==> src/rtl/div_pkg.sv <==
`default_nettype none
// ============================================================================
// Module   : div_pkg
// Purpose  : Shared types and helpers for the sequential radix-2 divider.
//            - div_state_t       : controller states (IDLE -> ITER -> FIX)
//            - DIV_WIDTH_DEFAULT : default operand width
//            - div_cnt_w()       : width of the iteration counter for WIDTH
// Revision : 1.0  initial release
// ============================================================================
package div_pkg;

  typedef enum logic [1:0] {
    DIV_IDLE = 2'd0,
    DIV_ITER = 2'd1,
    DIV_FIX  = 2'd2
  } div_state_t;

  localparam int DIV_WIDTH_DEFAULT = 32;

  // Counter must be able to hold the value WIDTH itself.
  function automatic int div_cnt_w(input int width);
    return $clog2(width + 1);
  endfunction

endpackage : div_pkg
`default_nettype wire

==> src/rtl/div_step.sv <==
`default_nettype none
// ============================================================================
// Module   : div_step
// Purpose  : One restoring-division iteration (purely combinational).
//            {rem,quo} is shifted left by one; the divisor magnitude is
//            trial-subtracted from the widened partial remainder and the new
//            quotient bit is shifted into quo[0].
// Ports    : rem_i          partial remainder in
//            quo_i          partial quotient / remaining dividend bits in
//            divisor_mag_i  unsigned divisor magnitude
//            rem_o, quo_o   values after this iteration
// Revision : 1.0  initial release
// ============================================================================
module div_step #(
  parameter int WIDTH = 32
) (
  input  logic [WIDTH-1:0] rem_i,
  input  logic [WIDTH-1:0] quo_i,
  input  logic [WIDTH-1:0] divisor_mag_i,
  output logic [WIDTH-1:0] rem_o,
  output logic [WIDTH-1:0] quo_o
);

  // One extra bit so a divisor magnitude of 2^(WIDTH-1) (|MIN|) never
  // overflows the shifted remainder.
  logic [WIDTH:0] shifted_w;
  logic [WIDTH:0] trial_w;

  always_comb begin
    shifted_w = {rem_i, quo_i[WIDTH-1]};
    trial_w   = shifted_w - {1'b0, divisor_mag_i};
    if (trial_w[WIDTH]) begin
      // Borrow: restore, quotient bit 0.
      rem_o = shifted_w[WIDTH-1:0];
      quo_o = {quo_i[WIDTH-2:0], 1'b0};
    end else begin
      rem_o = trial_w[WIDTH-1:0];
      quo_o = {quo_i[WIDTH-2:0], 1'b1};
    end
  end

endmodule : div_step
`default_nettype wire

==> src/rtl/seq_divider.sv <==
`default_nettype none
// ============================================================================
// Module   : seq_divider
// Purpose  : Multi-cycle radix-2 restoring divider, signed (DIV) or unsigned
//            (DIVU), with start/busy/done handshake. Quotient -> LO,
//            remainder -> HI. Signed results truncate toward zero and the
//            remainder takes the dividend's sign.
// Ports    : clk, rst_n (async active-low)
//            start, is_signed, dividend, divisor : request, sampled in IDLE
//            busy        : operation in flight
//            done        : one-cycle result-valid pulse
//            quotient, remainder, div_by_zero : held until the next result
// Options  : SEQ_DIV_EARLY_OUT_EN - when defined, a zero divisor or a divisor
//            magnitude larger than the dividend magnitude skips the iteration
//            phase (done two edges after start). Undefined: fixed latency of
//            WIDTH+2 edges for every operand pair.
// Revision : 1.0  initial release
// ============================================================================
module seq_divider
  import div_pkg::*;
#(
  parameter int WIDTH = DIV_WIDTH_DEFAULT
) (
  input  logic             clk,
  input  logic             rst_n,
  input  logic             start,
  input  logic             is_signed,
  input  logic [WIDTH-1:0] dividend,
  input  logic [WIDTH-1:0] divisor,
  output logic             busy,
  output logic             done,
  output logic [WIDTH-1:0] quotient,
  output logic [WIDTH-1:0] remainder,
  output logic             div_by_zero
);

  localparam int CNT_W = div_cnt_w(WIDTH);

  div_state_t       state_q, state_d;
  logic [CNT_W-1:0] cnt_q, cnt_d;
  logic             signed_q, signed_d;
  logic             dneg_q, dneg_d;      // dividend was negative (signed op)
  logic             sneg_q, sneg_d;      // divisor was negative (signed op)
  logic             zero_q, zero_d;      // divisor was zero
  logic [WIDTH-1:0] dvd_q, dvd_d;        // original dividend for div-by-zero
  logic [WIDTH-1:0] dmag_q, dmag_d;      // divisor magnitude
  logic [WIDTH-1:0] rem_q, rem_d;        // partial remainder
  logic [WIDTH-1:0] quo_q, quo_d;        // partial quotient / dividend bits
  logic [WIDTH-1:0] quotient_q, quotient_d;
  logic [WIDTH-1:0] remainder_q, remainder_d;
  logic             dbz_q, dbz_d;
  logic             done_q, done_d;

  logic [WIDTH-1:0] dvd_mag_w;
  logic [WIDTH-1:0] dvs_mag_w;
  logic [WIDTH-1:0] step_rem_w;
  logic [WIDTH-1:0] step_quo_w;

  // |MIN| wraps to MIN, which is the correct unsigned magnitude.
  assign dvd_mag_w = (is_signed && dividend[WIDTH-1]) ? -dividend : dividend;
  assign dvs_mag_w = (is_signed && divisor[WIDTH-1])  ? -divisor  : divisor;

  div_step #(
    .WIDTH         (WIDTH)
  ) u_step (
    .rem_i         (rem_q),
    .quo_i         (quo_q),
    .divisor_mag_i (dmag_q),
    .rem_o         (step_rem_w),
    .quo_o         (step_quo_w)
  );

  always_comb begin
    state_d     = state_q;
    cnt_d       = cnt_q;
    signed_d    = signed_q;
    dneg_d      = dneg_q;
    sneg_d      = sneg_q;
    zero_d      = zero_q;
    dvd_d       = dvd_q;
    dmag_d      = dmag_q;
    rem_d       = rem_q;
    quo_d       = quo_q;
    quotient_d  = quotient_q;
    remainder_d = remainder_q;
    dbz_d       = dbz_q;
    done_d      = 1'b0;

    case (state_q)
      DIV_IDLE: begin
        if (start) begin
          signed_d = is_signed;
          dneg_d   = is_signed & dividend[WIDTH-1];
          sneg_d   = is_signed & divisor[WIDTH-1];
          zero_d   = (divisor == '0);
          dvd_d    = dividend;
          dmag_d   = dvs_mag_w;
          rem_d    = '0;
          quo_d    = dvd_mag_w;
          cnt_d    = CNT_W'(WIDTH);
          state_d  = DIV_ITER;
`ifdef SEQ_DIV_EARLY_OUT_EN
          // Result is already known: quotient 0, remainder = dividend
          // magnitude (FIX restores the sign; zero divisor is forced there).
          if ((divisor == '0) || (dvs_mag_w > dvd_mag_w)) begin
            rem_d   = dvd_mag_w;
            quo_d   = '0;
            state_d = DIV_FIX;
          end
`endif
        end
      end

      DIV_ITER: begin
        rem_d = step_rem_w;
        quo_d = step_quo_w;
        cnt_d = cnt_q - CNT_W'(1);
        if (cnt_q == CNT_W'(1)) begin
          state_d = DIV_FIX;
        end
      end

      DIV_FIX: begin
        if (zero_q) begin
          quotient_d  = '1;
          remainder_d = dvd_q;
        end else begin
          quotient_d  = (signed_q && (dneg_q != sneg_q)) ? -quo_q : quo_q;
          remainder_d = (signed_q && dneg_q) ? -rem_q : rem_q;
        end
        dbz_d   = zero_q;
        done_d  = 1'b1;
        state_d = DIV_IDLE;
      end

      default: begin
        state_d = DIV_IDLE;
      end
    endcase
  end

  always_ff @(posedge clk or negedge rst_n) begin
    if (!rst_n) begin
      state_q     <= DIV_IDLE;
      cnt_q       <= '0;
      signed_q    <= 1'b0;
      dneg_q      <= 1'b0;
      sneg_q      <= 1'b0;
      zero_q      <= 1'b0;
      dvd_q       <= '0;
      dmag_q      <= '0;
      rem_q       <= '0;
      quo_q       <= '0;
      quotient_q  <= '0;
      remainder_q <= '0;
      dbz_q       <= 1'b0;
      done_q      <= 1'b0;
    end else begin
      state_q     <= state_d;
      cnt_q       <= cnt_d;
      signed_q    <= signed_d;
      dneg_q      <= dneg_d;
      sneg_q      <= sneg_d;
      zero_q      <= zero_d;
      dvd_q       <= dvd_d;
      dmag_q      <= dmag_d;
      rem_q       <= rem_d;
      quo_q       <= quo_d;
      quotient_q  <= quotient_d;
      remainder_q <= remainder_d;
      dbz_q       <= dbz_d;
      done_q      <= done_d;
    end
  end

  assign busy        = (state_q != DIV_IDLE);
  assign done        = done_q;
  assign quotient    = quotient_q;
  assign remainder   = remainder_q;
  assign div_by_zero = dbz_q;

endmodule : seq_divider
`default_nettype wire

==> config.mk <==
export PLATFORM = sky130hd
export DESIGN_NAME = seq_divider
export DESIGN_NICKNAME = d
export VERILOG_FILES = /design/src/rtl/div_pkg.sv /design/src/rtl/div_step.sv /design/src/rtl/seq_divider.sv
export SDC_FILE = /design/constraint.sdc
export NUM_CORES = 1
export LEC_CHECK = 0
export BUFFER_PORTS_ARGS = -buffer_cell sky130_fd_sc_hd__buf_2
export CELL_PAD_IN_SITES_DETAIL_PLACEMENT = 1
export CELL_PAD_IN_SITES_GLOBAL_PLACEMENT = 1
export CORE_MARGIN = 2
export CORE_UTILIZATION = 45
export DETAILED_ROUTE_END_ITERATION = 10
export GPL_TIMING_DRIVEN = 1
export MAX_ROUTING_LAYER = met4
export PLACE_DENSITY = 0.82
export REMOVE_ABC_BUFFERS = 1
export SKIP_LAST_GASP = 1
export SLEW_MARGIN = 5
export SYNTH_ARGS = -nofsm -noshare
export SYNTH_HDL_FRONTEND = slang
export SYNTH_SLANG_ARGS = --single-unit
export TNS_END_PERCENT = 20
==> constraint.sdc <==
create_clock -name clk -period 3.6 [get_ports clk]
set_input_delay 0.54 -clock clk [delete_from_list [all_inputs] [get_ports clk]]
set_output_delay 0.54 -clock clk [all_outputs]
set_load 0.005 [all_outputs]
## Yosys cells after proc, flatten, opt, wreduce, memory -nomap -nowiden

Index checks and enable logic that the tools add are counted.

| operators by class | value |
|---|---|
| add/sub/neg operators | 6 |
| equal/unequal tests | 6 |
| mux-type cells | 18 |
| bitwise gates (word level) | 2 |
| reduce and logical (&&, ||, !) cells | 11 |

Operators with widths:

| cell | number |
|---|---|
| $mux 32 | 9 |
| $neg 32->32 | 4 |
| $pmux 32 s2 | 2 |
| $sub 33x32->33 | 1 |
| $logic_not 32->1 | 1 |
| $pmux 6 s2 | 1 |
| $eq 6x1->1 const B | 1 |
| $mux 6 | 1 |
| $reduce_and 2->1 | 3 |
| $sub 6x1->6 const B | 1 |
| $logic_and 1x1->1 | 4 |
| $mux 2 | 2 |
| $ne 2x2->1 const B | 2 |
| $pmux 2 s2 | 1 |
| $reduce_bool 2->1 | 2 |
| $and 1x1->1 | 2 |
| $eq 2x1->1 const B | 1 |
| $eq 2x2->1 const B | 1 |
| $logic_not 2->1 | 1 |
| $mux 1 | 2 |
| $ne 1x1->1 | 1 |

| word-level totals | value |
|---|---|
| register bits | 206 |
| bits of input ports | 68 |
| output and inout bits | 67 |
| word-level logic and storage cells | 57 |

## Depth between registers and ports, before layout

Gate-level depths: netlist of run 1.

| logic depth | value |
|---|---|
| depth in word-level cells | 4 |
| gate-level depth with buffers | 14 |
| gate-level depth less buffers | 11 |

## Modules after synthesis

A second synthesis of run 1 with hierarchy kept.

| second synthesis, totals | value |
|---|---|
| cells, all modules | 1589 |
| area total of the unflattened synthesis | 13465.4 µm² |

Modules (own cells, without submodules):

| module | instances | cells each | area each (µm²) |
|---|---|---|---|
| seq_divider | 1 | 1247 | 10976.8 |
| div_step | 1 | 342 | 2488.6 |

## Least setup slack after synthesis of run 1

Ideal clock, no wire load.

| timing path | value |
|---|---|
| path type | register to register |
| start point | register quo_q[31] |
| end point | register rem_q[2] |
| library setup time | 124 ps |
| arrival | 2865 ps |
| data required time | 3476 ps |
| setup slack | 611 ps |
| cell stages (with the launch flop) | 14 |
| path buffers | 2 |
| clock period less this slack | 2989 ps |
| cell sequence | dfrtp_1 > inv_1 > ha_1 > fa_1 > nand2b_1 > a21oi_1 > o21ai_1 > and3b_1 > buf_2 > a2111oi_4 > o31a_1 > buf_2 > nor3_1 > a211o_1 |

| on the way | value |
|---|---|
| word-level cells in the longest chain between the ends | 3 |

RTL lines:

| item | RTL line | RTL |
|---|---|---|
| start, declared | seq_divider.sv:48 | `logic [WIDTH-1:0] quo_q, quo_d;` |
| start signal, assigned | seq_divider.sv:168 | `quo_q <= quo_d;` |
| $sub 33x32->33 | div_step.sv:31 | `trial_w = shifted_w - {1'b0, divisor_mag_i};` |
| $mux 32 | div_step.sv:32 | `if (trial_w[WIDTH]) begin` |
| $pmux 32 s2 | seq_divider.sv:89 | `case (state_q)` |
| end signal, assigned | seq_divider.sv:167 | `rem_q <= rem_d;` |
| end, declared | seq_divider.sv:47 | `logic [WIDTH-1:0] rem_q, rem_d;` |

No other way between the ends.
A chain may end at the register's enable or synchronous reset.

## Worst setup path after layout of run 1

| timing path | value |
|---|---|
| start point | register quo_q[31] |
| end point | register rem_q[29] |

The elaborated chain is that of the path after synthesis.

==> impl_metrics.toml, run 1 <==
[placement]
gp_congestion = 0.892
dp_cells = 2038
pre_cts_ws_ns = 0.0275
io_buffers = 134
dpl_cell_area_um2 = 14200
dp_hpwl_um = 29200

[routing]
wl_per_cell_um = 18.9
drcViolationCount = 0
drt_wl_total_um = 39400
viasPerCell = 5.79
top_layer = "met4"
met1Wirelength_um = 17600
wl_met3_um = 1590
wl_met2_um = 19400
drt-initial-drc-count = 758
dr.pass1.iters = 4
drtAntennaViolNets = 0
vias = 12100

[floorplan]
start_util_pct = 45.6
row_count = 62
core-area_um2 = 28600
die_h_um = 174
io_pins = 135
die_w_um = 174
die-area_um2 = 30400

[worst_setup_path]
r2r_start = "quo_q[31]"
critPathKind = "flop to flop"
path_max_fanout = 11
reg2reg_depth = 12
setup.worst_path.end = "rem_q[29]"
rrSetupSlack_ns = 0.15
r2r-end = "rem_q[29]"
critPathLaunch = "quo_q[31]"
critical_path_arrival_ns = 3.83
required_ns = 3.98
startpoint_type = "flop"
end_kind = "flop"

[yosys]
synth_area_um2 = 13100
async_flop_share_pct = 100
synth_top_area_share_pct = 39.5
synth_area_per_cell_um2 = 8.25
synthTopCellsByArea = "dfrtp_1, nand2_1, o21ai_0, a21oi_1, xnor2_1"
ys.flop_type = "dfrtp_1"
ys_types = 69
syn_inst = 1582
ys_warn_count = 0
yosys.area.top_type = "dfrtp_1"
ys_seq_elements = 206
yosysSeqAreaShare_pct = 39.5
synth-edff-count = 0

[cts]
cts-root-buf = "clkbuf_16"
cts.sinks = 206
cts.reportedPaths.clkPinSlew_ns = 0.06
cts_tree = "done"
hold_buffers = 0
cts_buffer_depth = 3
cts_made_buffers = 25
clock_latency_ns = 0.53
h-tree-depth = 1

[global_routing]
track_usage_pct = 26.8
grt_max_degree = 134
grt_pass1_vias = 12500
grt_pass1_wl_um = 65000
globalRoute.totalOverflow = 0
grt_antenna_before_repair = 0

[sta]
setup_viol = 0
rsz0062_at_grt = "true"
clock_skew_ns = 0.0217
timing.fmax_ghz = 0.290
layout_setup_ws_ns = 0.151
drv_slew = 0
timing.slew.headroom_pct = 42.4
min_period_over_period_pct = 95.8
worst_pin_slew_ns = 0.856
finalHoldViolCount = 0
fin_crit_ns = 3.45

[power_and_ir_drop]
leakage_nw = 6.71
vdd_drop_max_v = 0.000452
power.density_nw_per_um2 = 1010

[status]
status = "finished, final reports clean"

[run]
drv_cap = 0

[final_layout]
post-route-util_pct = 52.5
finalNetCount = 1790
n_fill_cell = 3479
fin_area_um2 = 15000
fin_cells = 2085
layout-drive-gt1-share_pct = 14.5
area_delta_synth_final_pct = 15.2
layout_commonest_cell = "nand2_1"
layout_common_cells = "nand2_1, dfrtp_1, o21ai_0"
diodes = 0

[min_path]
hp-class = "input port to asynchronous set/reset pin"
==> critical path: stages, from the launching register on <==
cell	delay, ns
dfrtp_1	0.41
inv_1	0.13
ha_1	0.22
fa_1	0.38
nand2b_1	0.19
a21oi_1	0.27
o21ai_1	0.16
and3b_1	0.27
a2111oi_4	0.48
nor4_1	0.14
buf_4	0.24
nor4_1	0.31
o31ai_1	0.11
==> stage by stage <==
stage	total power, mW	hold slack, ns	TNS, ns
6_report	15.2	0.0697	0
2_1_floorplan	9.84	0.244	-64.51
5_1_grt	16.5	0.134	-0.116
4_1_cts	15.2	0.109	0
3_3_place_gp	12.1	0.446	0
3_5_place_dp	12.5	0.451	0
==> worst min-delay path by stage <==
stage | endpoint | slack (ns) | depth (start not counted)
5_1_grt | quotient[30] | 0.13 | 1
2_1_floorplan | cnt_q[0] | 0.24 | 0
4_1_cts | done | 0.11 | 1
3_3_place_gp | quotient[27] | 0.45 | 2
3_5_place_dp | quotient[27] | 0.45 | 2
6_report | done | 0.07 | 1
==> kinds of logic (layout without fill, tap and decap cells) <==
kind of cell             count (synthesis)  count (layout)  share of synthesized area, %
AND/OR/NAND/NOR                        589             589                          21.4
AO/OA/AOI/OAI                          460             460                          21.7
flip-flops                             206             206                          39.5
buffers and inverters                  154             273                          4.58
XOR/XNOR                               132             132                          8.86
adder cells (fa/ha/maj)                 39              39                          3.80
multiplexers                             2               2                         0.153
==> cell usage after synthesis (all sizes together) (25+ instances only) <==
cell,n
a21oi,136
a22oi,26
clkbuf,81
dfrtp,206
ha,38
inv,56
nand2,248
nand3,52
nand4,25
nor2,120
nor3,32
o211ai,36
o21ai,153
o31ai,26
xnor2,74
xor2,58
==> metal layers <==
metal,vias to the layer above,track usage (%)
met4,0,6.02
li1,5817,-
met3,54,3.06
met2,228,45.6
met5,-,-
met1,5963,34.4
==> cell type report <==
cell class                 count  area [um2]  share of cell area [%]
tap                          384         480                    3.20
clock inverter                15         165                    1.10
inverter                      56         210                    1.40
timing repair buffer         172        1010                    6.75
sequential                   206        5160                    34.3
clock buffer                  30         674                    4.49
multi-input combinational   1222        7330                    48.8
==> sequential cells by signal, summed over array words and instances (netlist names), 2 cells and up <==
signal	count
cnt_q	6
dmag_q	32
dvd_q	32
quo_q	32
quotient	32
rem_q	32
remainder	32
state_q	2
==> where the power goes <==
| group | total, mW | internal [mW] | leakage (nW) | switching (mW) |
|---|---|---|---|---|
| clock | 2.55 | 1.50 | 0.399 | 1.05 |
| sequential | 4.30 | 3.28 | 2.61 | 1.02 |
| combinational | 8.35 | 3.40 | 3.70 | 4.95 |
| total | 15.2 | 8.18 | 6.71 | 7.03 |
==> what timing repair did <==
item | in CTS | in global routing
resized for setup | 0 | 2
pin swaps | 1 | 0
endpoints found under the setup margin | 1 | 19
buffers inserted | 2 | 0
hold endpoints to repair | 0 | 0
Note: power is estimated with default switching activity, not from simulation.
==> run 2: changes to the inputs <==
--- a/config.mk
+++ b/config.mk
@@ -8,12 +8,11 @@
 export BUFFER_PORTS_ARGS = -buffer_cell sky130_fd_sc_hd__buf_2
 export CELL_PAD_IN_SITES_DETAIL_PLACEMENT = 1
 export CELL_PAD_IN_SITES_GLOBAL_PLACEMENT = 1
-export CORE_MARGIN = 2
 export CORE_UTILIZATION = 45
 export DETAILED_ROUTE_END_ITERATION = 10
 export GPL_TIMING_DRIVEN = 1
 export MAX_ROUTING_LAYER = met4
-export PLACE_DENSITY = 0.82
+export PLACE_DENSITY_LB_ADDON = 0.1
 export REMOVE_ABC_BUFFERS = 1
 export SKIP_LAST_GASP = 1
 export SLEW_MARGIN = 5
==> impl_metrics.toml, run 2 (synthesis gave the netlist of run 1 again) <==
[status]
status = "finished, final reports clean"

[floorplan]
start_util_pct = 46.3
die_h_um = 172
core-area_um2 = 28200
die-area_um2 = 29700
row_count = 61
die_w_um = 172
io_pins = 135

[routing]
drtAntennaViolNets = 0
drcViolationCount = 0
wl_per_cell_um = 19.0
dr.pass1.iters = 5
vias = 12100
drt_wl_total_um = 39700
viasPerCell = 5.78
drt-initial-drc-count = 618

[sta]
rsz0062_at_grt = "true"
clock_skew_ns = 0.0159
drv_slew = 0
finalHoldViolCount = 0
hold_slack_ns = 0.0586
timing.slew.headroom_pct = 45.2
fin_crit_ns = 3.44
min_period_over_period_pct = 95.5
timing.fmax_ghz = 0.291
setup_viol = 0
worst_pin_slew_ns = 0.821

[placement]
io_buffers = 134
gp_congestion = 0.875
dp_hpwl_um = 29300

[power_and_ir_drop]
power.density_nw_per_um2 = 1020
seqPwrFrac_pct = 27.9
vdd_drop_max_v = 0.000423
pwr-share-comb_pct = 54.8
p_clk_share_pct = 17.3
switching_power_mw = 7.01
leakage_nw = 6.74
p_int_mw = 8.30
swShare_pct = 45.8

[min_path]
hp-class = "input port to asynchronous set/reset pin"

[worst_setup_path]
critPathKind = "flop to flop"
startpoint_type = "flop"
crit_chain = "inv_1, ha_1, fa_1, nand2b_1, a21oi_2, o21ai_1, and3b_1, a2111oi_4, nor4_1, buf_4, nor4b_1, o31ai_1"
required_ns = 4.00
slowest_delay_ns = 0.49
path_max_fanout = 11
critical_path_arrival_ns = 3.84
critPathSlowestCell = "a2111oi_4"
end_kind = "flop"

[cts]
cts_buffer_depth = 3
h-tree-depth = 1
clock_latency_ns = 0.54
cts.sinks = 206
cts_made_buffers = 26
cts.reportedPaths.clkPinSlew_ns = 0.06
cts-root-buf = "clkbuf_16"
hold_buffers = 0
cts_tree = "done"

[global_routing]
globalRoute.totalOverflow = 0
grt_antenna_before_repair = 1
grt_pass1_wl_um = 64500
grt_max_degree = 98
grt_pass1_vias = 12300
track_usage_pct = 28.1

[final_layout]
post-route-util_pct = 53.5
n_fill_cell = 3389
finalNetCount = 1796
area_delta_synth_final_pct = 15.5
layout_common_cells = "nand2_1, dfrtp_1, o21ai_0"
layout_commonest_cell = "nand2_1"
layout-drive-gt1-share_pct = 14.4

[run]
drv_cap = 0
## run 2: cell count changes in the layout (fill, tap and decap cells not counted), sizes merged
cell      delta
buf          +5
bufinv       +1
clkbuf       +7
clkinv       -3
clkinvlp     -3
diode        +1
inv          -2
## run 2: area by class of cell
class	count	area, um2	area share, %
Tap cell	378	473	3.14
Clock inverter	8	121	0.806
Clock buffer	37	743	4.93
Antenna cell	1	2.50	0.0166
Sequential cell	206	5160	34.2
Inverter	56	210	1.40
Timing Repair Buffer	177	1030	6.82
Multi-Input combinational cell	1222	7330	48.7
## run 2: per-layer routing
layer,track usage (%),routed length [um]
met2,48.4,19500
met1,35.3,17900
met5,-,0
met3,2.98,1340
met4,6.85,915
## run 2: worst max-delay path: cells and delay by family (launching register included)
kind	cells	cell delay [ns]
AO/OA/AOI/OAI	4	0.98
AND/OR/NAND/NOR	4	0.96
adder cells (fa/ha/maj)	2	0.61
flip-flops	1	0.39
buffers and inverters	2	0.35
## run 2: final timing paths
| check | from | end | slack (ns) | cells past startpoint |
|---|---|---|---|---|
| worst max register to register | quo_q[31] | rem_q[19] | 0.16 | 12 |
| worst max-delay path | quo_q[31] | rem_q[19] | 0.16 | 12 |
| max in group asynchronous | rst_n | zero_q | 2.48 | 2 |
| worst min register to register | div_by_zero | div_by_zero | 0.47 | 2 |
| worst min-delay path | rst_n | quotient[27] | 0.06 | 1 |
| min in group clk | dividend[5] | dvd_q[5] | 0.26 | 3 |
## run 2: power groups by stage
stage                     Combinational (mW)  Sequential, mW  Clock (mW)
after floorplan                         5.82            4.02           0
after global placement                  8.00            4.22           0
after detailed placement                8.28            4.28           0
after CTS                               8.36            4.25        2.71
after global routing                    9.39            4.41        2.79
final                                   8.38            4.28        2.65
## run 2: metrics by stage
stage               setup slack (ns)  power, mW  cells  setup TNS, ns  cell area, um2
detailed placement            0.0533       12.6   2038              0           14200
global placement               0.207       12.2   2038              0           14200
finish                         0.162       15.3   2085              0           15100
floorplan                      -1.84       9.84   1484         -64.51           12700
global route                 -0.0113       16.6   2085        -0.0113           15100
CTS                           0.0372       15.3   2083              0           15000
## run 2: what timing repair did
action | in CTS | in global routing
buffers inserted | 0 | 1
endpoints found under the setup margin | 0 | 30
gates resized for setup | 0 | 2
